`src/rtl/rx_edge_bit_sampler.sv`:
```
// UART RX oversampling stage: edge/bit counters plus 3-sample majority-vote bit recovery.
// Optional: define RX_SAMPLE_NOISE_FLAG_EN to add the registered sample_noise output.
module rx_edge_bit_sampler #(
  parameter int PRESCALE_W = 6,
  parameter int BIT_CNT_W  = 4
) (
  input  logic                  CLK,
  input  logic                  RST,
  input  logic                  RX_IN,
  input  logic [PRESCALE_W-1:0] Prescale,
  input  logic                  enable,
  input  logic                  data_samp_en,
  output logic [PRESCALE_W-1:0] edge_cnt,
  output logic [BIT_CNT_W-1:0]  bit_cnt,
  output logic                  sampled_bit,
  output logic                  sample_done
`ifdef RX_SAMPLE_NOISE_FLAG_EN
  ,
  output logic                  sample_noise
`endif
);

  localparam logic [PRESCALE_W-1:0] PRESC_RST = PRESCALE_W'(16);
  localparam logic [PRESCALE_W-1:0] ONE       = PRESCALE_W'(1);

  logic [PRESCALE_W-1:0] r_presc_q;
  logic [PRESCALE_W-1:0] r_edge_cnt;
  logic [BIT_CNT_W-1:0]  r_bit_cnt;
  logic [2:0]            r_samples;
  logic                  r_sampled_bit;
  logic                  r_sample_done;

  logic [PRESCALE_W-1:0] w_mid;
  logic                  w_wrap;
  logic                  w_bit_sat;
  logic                  w_samp_pt;
  logic                  w_vote_pt;
  logic                  w_majority;
  logic                  w_noise;

  always_comb begin
    w_mid     = r_presc_q >> 1;
    w_wrap    = (r_edge_cnt == r_presc_q);
    w_bit_sat = (r_bit_cnt == '1);
    // Sampling is gated by enable so a frame aborted at a sample point yields no strobe.
    w_samp_pt = enable && data_samp_en &&
                ((r_edge_cnt == w_mid - ONE) || (r_edge_cnt == w_mid) ||
                 (r_edge_cnt == w_mid + ONE));
    w_vote_pt = enable && data_samp_en && (r_edge_cnt == w_mid + ONE);
    // NOTE: the third vote is the live RX_IN, not a register, so the result lands one edge after mid+1.
    w_majority = (r_samples[1] & r_samples[0]) | (r_samples[1] & RX_IN) |
                 (r_samples[0] & RX_IN);
    w_noise    = (r_samples[1] | r_samples[0] | RX_IN) &
                 ~(r_samples[1] & r_samples[0] & RX_IN);
  end

  // NOTE: all state uses non-blocking assignments so every register sees pre-edge values.
  always_ff @(posedge CLK) begin
    if (RST) begin
      r_presc_q  <= PRESC_RST;
      r_edge_cnt <= '0;
      r_bit_cnt  <= '0;
    end else if (!enable) begin
      r_presc_q  <= Prescale;
      r_edge_cnt <= '0;
      r_bit_cnt  <= '0;
    end else if (w_wrap) begin
      r_edge_cnt <= ONE;
      if (!w_bit_sat) r_bit_cnt <= r_bit_cnt + 1'b1;
    end else begin
      r_edge_cnt <= r_edge_cnt + ONE;
    end
  end

  always_ff @(posedge CLK) begin
    if (RST) begin
      r_samples     <= 3'b111;
      r_sampled_bit <= 1'b1;
      r_sample_done <= 1'b0;
    end else begin
      r_sample_done <= w_vote_pt;
      if (w_samp_pt) r_samples <= {r_samples[1:0], RX_IN};
      if (w_vote_pt) r_sampled_bit <= w_majority;
    end
  end

`ifdef RX_SAMPLE_NOISE_FLAG_EN
  logic r_sample_noise;

  always_ff @(posedge CLK) begin
    if (RST)            r_sample_noise <= 1'b0;
    else if (w_vote_pt) r_sample_noise <= w_noise;
  end

  assign sample_noise = r_sample_noise;
`else
  logic w_noise_unused;
  assign w_noise_unused = w_noise;
`endif

  assign edge_cnt    = r_edge_cnt;
  assign bit_cnt     = r_bit_cnt;
  assign sampled_bit = r_sampled_bit;
  assign sample_done = r_sample_done;

endmodule

```
`config.mk`:
```
export PLATFORM = sky130hd
export DESIGN_NAME = rx_edge_bit_sampler
export DESIGN_NICKNAME = d
export VERILOG_FILES = /design/src/rtl/rx_edge_bit_sampler.sv
export SDC_FILE = /design/constraint.sdc
export NUM_CORES = 1
export LEC_CHECK = 0
export BUFFER_PORTS_ARGS = -buffer_cell sky130_fd_sc_hd__buf_2
export CORE_ASPECT_RATIO = 1.1
export CORE_MARGIN = 1
export CORE_UTILIZATION = 45
export DETAILED_ROUTE_END_ITERATION = 7
export MAX_ROUTING_LAYER = met4
export PLACE_DENSITY = 0.63
export SLEW_MARGIN = 20
export SYNTH_ARGS = -nofsm -noshare
export SYNTH_HDL_FRONTEND = slang
export SYNTH_SLANG_ARGS = --single-unit
export TNS_END_PERCENT = 5
```
`constraint.sdc`:
```
create_clock -name CLK -period 2.89 [get_ports CLK]
set_input_delay 0.4335 -clock CLK [delete_from_list [all_inputs] [get_ports CLK]]
set_output_delay 0.4335 -clock CLK [all_outputs]
set_load 0.1 [all_outputs]
```
Yosys cells after proc, flatten, opt, wreduce, memory -nomap -nowiden

Index checks and enable logic that the tools add are counted.

Memories: 0
Input bits: 11
Bits in latches: 0
Bits in read-only memories: 0
Bits in writable memories: 0
Output and inout port bits: 12
Register bits: 20
Logic and storage cells: 32

Magnitude comparators: 0
Shifts and indexed selects: 0
Divide/modulo/power cells: 0
Equal/unequal tests: 5
Multipliers: 0
Add/subtract/negate cells: 4
Muxes and demuxes: 1
Bitwise logic cells: 7
Reduce and logical (&&, ||, !) cells: 8

Operators with widths:

| cell                                                               | number |
|---|---|
| 6-bit == test                                                      | 3 |
| 5-bit by 1-bit adder with 6-bit output, second input constant      | 1 |
| 6-bit by 1-bit adder with 6-bit output, second input constant      | 1 |
| 6-bit by 5-bit == test with 1-bit output                           | 1 |
| 5-bit by 1-bit subtractor with 6-bit output, second input constant | 1 |
| 4-bit by 1-bit adder with 4-bit output, second input constant      | 1 |
| 4-bit == test, second input constant                               | 1 |
| 1-bit bitwise AND                                                  | 3 |
| 1-bit logical AND                                                  | 3 |
| 3-bit OR reduction                                                 | 1 |
| 1-bit logical OR                                                   | 2 |
| 1-bit inverter                                                     | 2 |
| 1-bit bitwise OR                                                   | 2 |
| 2-bit AND reduction                                                | 1 |
| 2-bit OR reduction                                                 | 1 |
| 1-bit two-way mux                                                  | 1 |

Longest topological paths before layout

Depth in word-level cells: 5
Gate-level depth with buffers: 9

Least setup slack after synthesis

Ideal clock, no wire load.

Path kind: reg2reg
Start: register r_edge_cnt[3], in the netlist edge_cnt[3]
End: register r_bit_cnt[3], in the netlist bit_cnt[3]
Arrival time: 2246 ps
Period minus slack after synthesis: 2317 ps
Buffers on the path: 1
Data required time: 2819 ps
Slack: 573 ps
Stages on the path, launching flop included: 7
Cell sequence: dfxtp_1 -> buf_4 -> xor2_1 -> nor4_2 -> nand3_2 -> or3_1 -> a21oi_1

Longest elaborated chain between the ends: 2

Ends and longest elaborated chain:

| item                          | line | text |
|---|---|---|
| start, declared               | 27   | `logic [PRESCALE_W-1:0] r_edge_cnt;` |
| start signal, assigned        | 71   | `r_edge_cnt <= r_edge_cnt + ONE;` |
| 6-bit == test                 | 43   | `w_wrap = (r_edge_cnt == r_presc_q);` |
| 2-bit AND reduction (no line) | -    |  |
| end signal, assigned          | 69   | `if (!w_bit_sat) r_bit_cnt <= r_bit_cnt + 1'b1;` |
| end, declared                 | 28   | `logic [BIT_CNT_W-1:0] r_bit_cnt;` |

Every way passes these cells.
A chain may end at the register's enable or synchronous reset.

Worst setup path in the final report

Start: register r_presc_q[1]
End: register r_samples[1]

Longest elaborated chain between the ends: 5
Elaborated cells on any way between the ends: 8
Classes of those cells: 2 x add/sub; 3 x eq/ne; 3 x reduce/logical

Ends and longest elaborated chain:

| item                                        | line | text |
|---|---|---|
| start, declared                             | 26   | `logic [PRESCALE_W-1:0] r_presc_q;` |
| start signal, assigned                      | 64   | `r_presc_q <= Prescale;` |
| 5-bit by 1-bit subtractor with 6-bit output | 47   | `((r_edge_cnt == w_mid - ONE) \|\| (r_edge_cnt == w_mid) \|\|` |
| 6-bit == test                               | 47   |  |
| 1-bit logical OR                            | 47   |  |
| 1-bit logical OR *                          | 47   |  |
| 1-bit logical AND *                         | 46   | `w_samp_pt = enable && data_samp_en &&` |
| end signal, assigned                        | 82   | `if (w_samp_pt) r_samples <= {r_samples[1:0], RX_IN};` |
| end, declared                               | 29   | `logic [2:0] r_samples;` |

Mark *: on every way between the ends. The rest lies on a longest branch, timed or not.

==> metrics.md <==
| Metric | Value |
|---|---|
| Remaining DRCs | `0` |
| Die Ht | `54.9 um` |
| CTS Root Buffer Type | `clkbuf_4` |
| P per Cell Area | `about 480 nW/um^2` |
| Max Cap Violations | `0` |
| Status | `finished clean` |
| Starting Density | `0.494` |
| Max FO, Critical Path | `9` |
| H-Tree Depth | `1` |
| Syn Nets | `around 140` |
| Critical Path RT | `approximately 3100 ps` |
| Cell row count | `18` |
| Clock transition at path regs | `roughly 120 ps` |
| Crit end category | `flip-flop` |
| Clk buf depth | `2` |
| Hold_buf cts | `0` |
| Post-synth cell types | `27` |
| Setup Buffers After CTS | `0` |
| Clk sinks | `20` |
| Pwr Total | `~0.61 mW` |
| Reg2reg setup slack | `approximately 900 ps` |
| DR WL/cell | `~12 um` |
| Layout cell share with drive strength beyond 1 | `0.200` |
| Seq cells post-synth | `20` |
| Final Skew | `roughly 5.0 ps` |
| Post-layout instance area | `roughly 1300 um^2` |
| Final setup TNS | `0 ps` |
| Sequential Area | `400 um^2` |
| Core ar. | `about 2300 um^2` |
| Min-Delay Startpoint | `Prescale[5]` |
| Ys Warns | `0` |
| Fin. Hold Viols | `0` |
| Reg-to-Reg End | `r_samples[1]$_SDFFE_PP1P_` |
| Area post-placement | `1220 um^2` |
| Worst vdd rail ir drop | `~0.00028 V` |
| Arrival time at the worst endpoint | `between 2000 and 2500 ps` |
| Layout Utilization | `0.549` |
| Most frequent cells in the layout | `nor2_1, buf_2, dfxtp_1` |
| DP Wirelength | `1630 um` |
| Largest net degree at the start of global routing | `13` |
| Syn Inst Count | `between 100 and 150` |
| Final setup fails | `0` |
| N_diodes | `0` |
| Post-cts sizing count | `0` |
| Slew margin rel. | `0.676` |
| Leak Pwr | `approximately 0.58 nW` |
| Syn Area/Cell | `roughly 8.9 um^2` |
| GPL Wtd Cong | `slightly below 0.9` |
| Initial antenna violation count | `0` |
| Area of the mapped netlist | `1140 um^2` |
| Period utilisation layout | `0.689` |
| Max Slew Vio Count | `0` |
| Fin crit period | `1990 ps` |
| Die Area | `roughly 2700 um^2` |
| RR Startpoint | `r_presc_q[1]$_SDFFE_PP0N_` |
| Filler cell count | `241` |
| Vias in the first global route | `~800` |
| Initial DRC count | `13` |
| TritonCTS clock tree | `built` |
| Worst-Skew Late Latency | `300 ps` |
| Worst-Margin Slew | `about 500 ps` |
| Max Clock Freq | `between 500 and 600 MHz` |
| Top post-synthesis cells by area | `dfxtp_1, xor2_1, nor2_1` |
| First-pass GRT wire length | `between 3000 and 4000 um` |
| I/O pins | `23` |
| Router iterations before antenna repair | `4` |
| Layout area overhead | `11.1%` |
| RSZ-0062 raised after global routing | `false` |
| Register area share after synthesis | `0.350` |
| Post-synth top area share | `0.350` |
| Hold Path Class | `in -> reg` |
| Hold Path Depth | `3` |
| Final #Nets | `~160` |
| Detailed Route WL | `~2200 um` |
| Hold Path Sink | `r_presc_q[5]$_SDFFE_PP0N_` |
| GR Overflow Total | `0` |
| Post-DRT Antenna Nets | `0` |
| Cells on worst reg2reg path | `7` |
| Inserted Clock Buffers | `3` |
| Vias | `about 890` |
| Setup crit start kind | `flip-flop` |
| Multi-input logic area | `657 um^2` |
| Total global-route track usage | `0.179` |
| Routed vias/inst | `approximately 5.1` |
| Dominant cell type by area after synthesis | `dfxtp_1` |
| Die X-Extent | `50.1 um` |
| Port bufs | `22` |
| CP Class | `reg -> reg` |
## worst max-delay path by stage
stage,endpoint,startpoint,cells past startpoint
6_report,r_samples[1]$_SDFFE_PP1P_,r_presc_q[1]$_SDFFE_PP0N_,7
5_1_grt,r_samples[1]$_SDFFE_PP1P_,r_presc_q[1]$_SDFFE_PP0N_,7
4_1_cts,r_samples[1]$_SDFFE_PP1P_,r_presc_q[1]$_SDFFE_PP0N_,7
3_5_place_dp,r_samples[1]$_SDFFE_PP1P_,r_presc_q[1]$_SDFFE_PP0N_,7
3_3_place_gp,sampled_bit$_SDFFE_PP1P_,r_presc_q[1]$_SDFFE_PP0N_,6
2_1_floorplan,bit_cnt[3]$_SDFFE_PP0P_,edge_cnt[3]$_SDFF_PP0_,6
## critical path, stage by stage (launching register included)
cell     delay (ps)
dfxtp_1         520
inv_1            80
ha_1            310
xor2_1          170
nor4b_2         280
nand4_1         190
nand3_1         180
mux2i_1         210
## metal layers
layer	wire [um]	vias up	track usage	part of all wire
li1	-	462	-	-
met1	962	398	0.196	0.45
met2	1070	30	0.313	0.50
met3	88	4	0.0301	0.041
met4	29	0	0.105	0.013
met5	0	-	-	0
## metrics by stage
stage,hold slack [ps],worst slack [ps],instances
2_1_floorplan,484,573,128
3_3_place_gp,453,980,171
3_5_place_dp,457,896,171
4_1_cts,337,875,175
5_1_grt,342,717,175
6_report,355,899,175
## Yosys cell counts
cell and count:
and3_1 2, nand2_1 3, nor2_1 22, nor2b_1 1, a211o_1 2, nand3_2 1, xnor2_1 8, inv_1 4
nor4b_2 1, buf_6 1, nor4_2 1, xor2_1 17, buf_4 3, a31oi_1 1, dfxtp_1 20, o21ai_0 1
nand2b_1 2, nand4_1 4, clkbuf_1 3, nand3_1 8, nor3_1 4, a32o_1 1, a21oi_1 3, ha_1 4
or3_1 1, clkbuf_8 2, mux2i_1 8
## flip-flops by register name, summed over array words and instances, names as in the netlist
| signal | flops |
|---|---|
| edge_cnt | 6 |
| sample_done | 1 |
| bit_cnt | 4 |
| sampled_bit | 1 |
| r_presc_q | 6 |
| r_samples | 2 |
## logic make-up (layout without fill, tap and decap cells)
group,after synthesis,count (layout),synth area share
fa+ha+maj,4,4,0.0437
buf+inv,13,30,0.0765
flops,20,20,0.350
compound gates,8,8,0.0470
mux,8,8,0.0699
simple gates,50,50,0.222
xor+xnor,25,25,0.191
## where the power goes
part           leakage, nW  switching (mW)  internal, mW  total, mW
Sequential           0.163          0.0136         0.283      0.297
Clock               0.0279          0.0885         0.140      0.229
Combinational        0.388          0.0524        0.0340     0.0865
Total                0.579           0.155         0.457      0.612
## layout make-up
class / count / share of cell area
tap: 30 / 0.0295
inverter: 4 / 0.0118
clock inverter: 1 / 0.0236
timing repair buffer: 22 / 0.0865
clock buffer: 3 / 0.0177
multi-input combinational: 95 / 0.516
sequential: 20 / 0.315
Note: power is estimated with default switching activity, not from simulation.
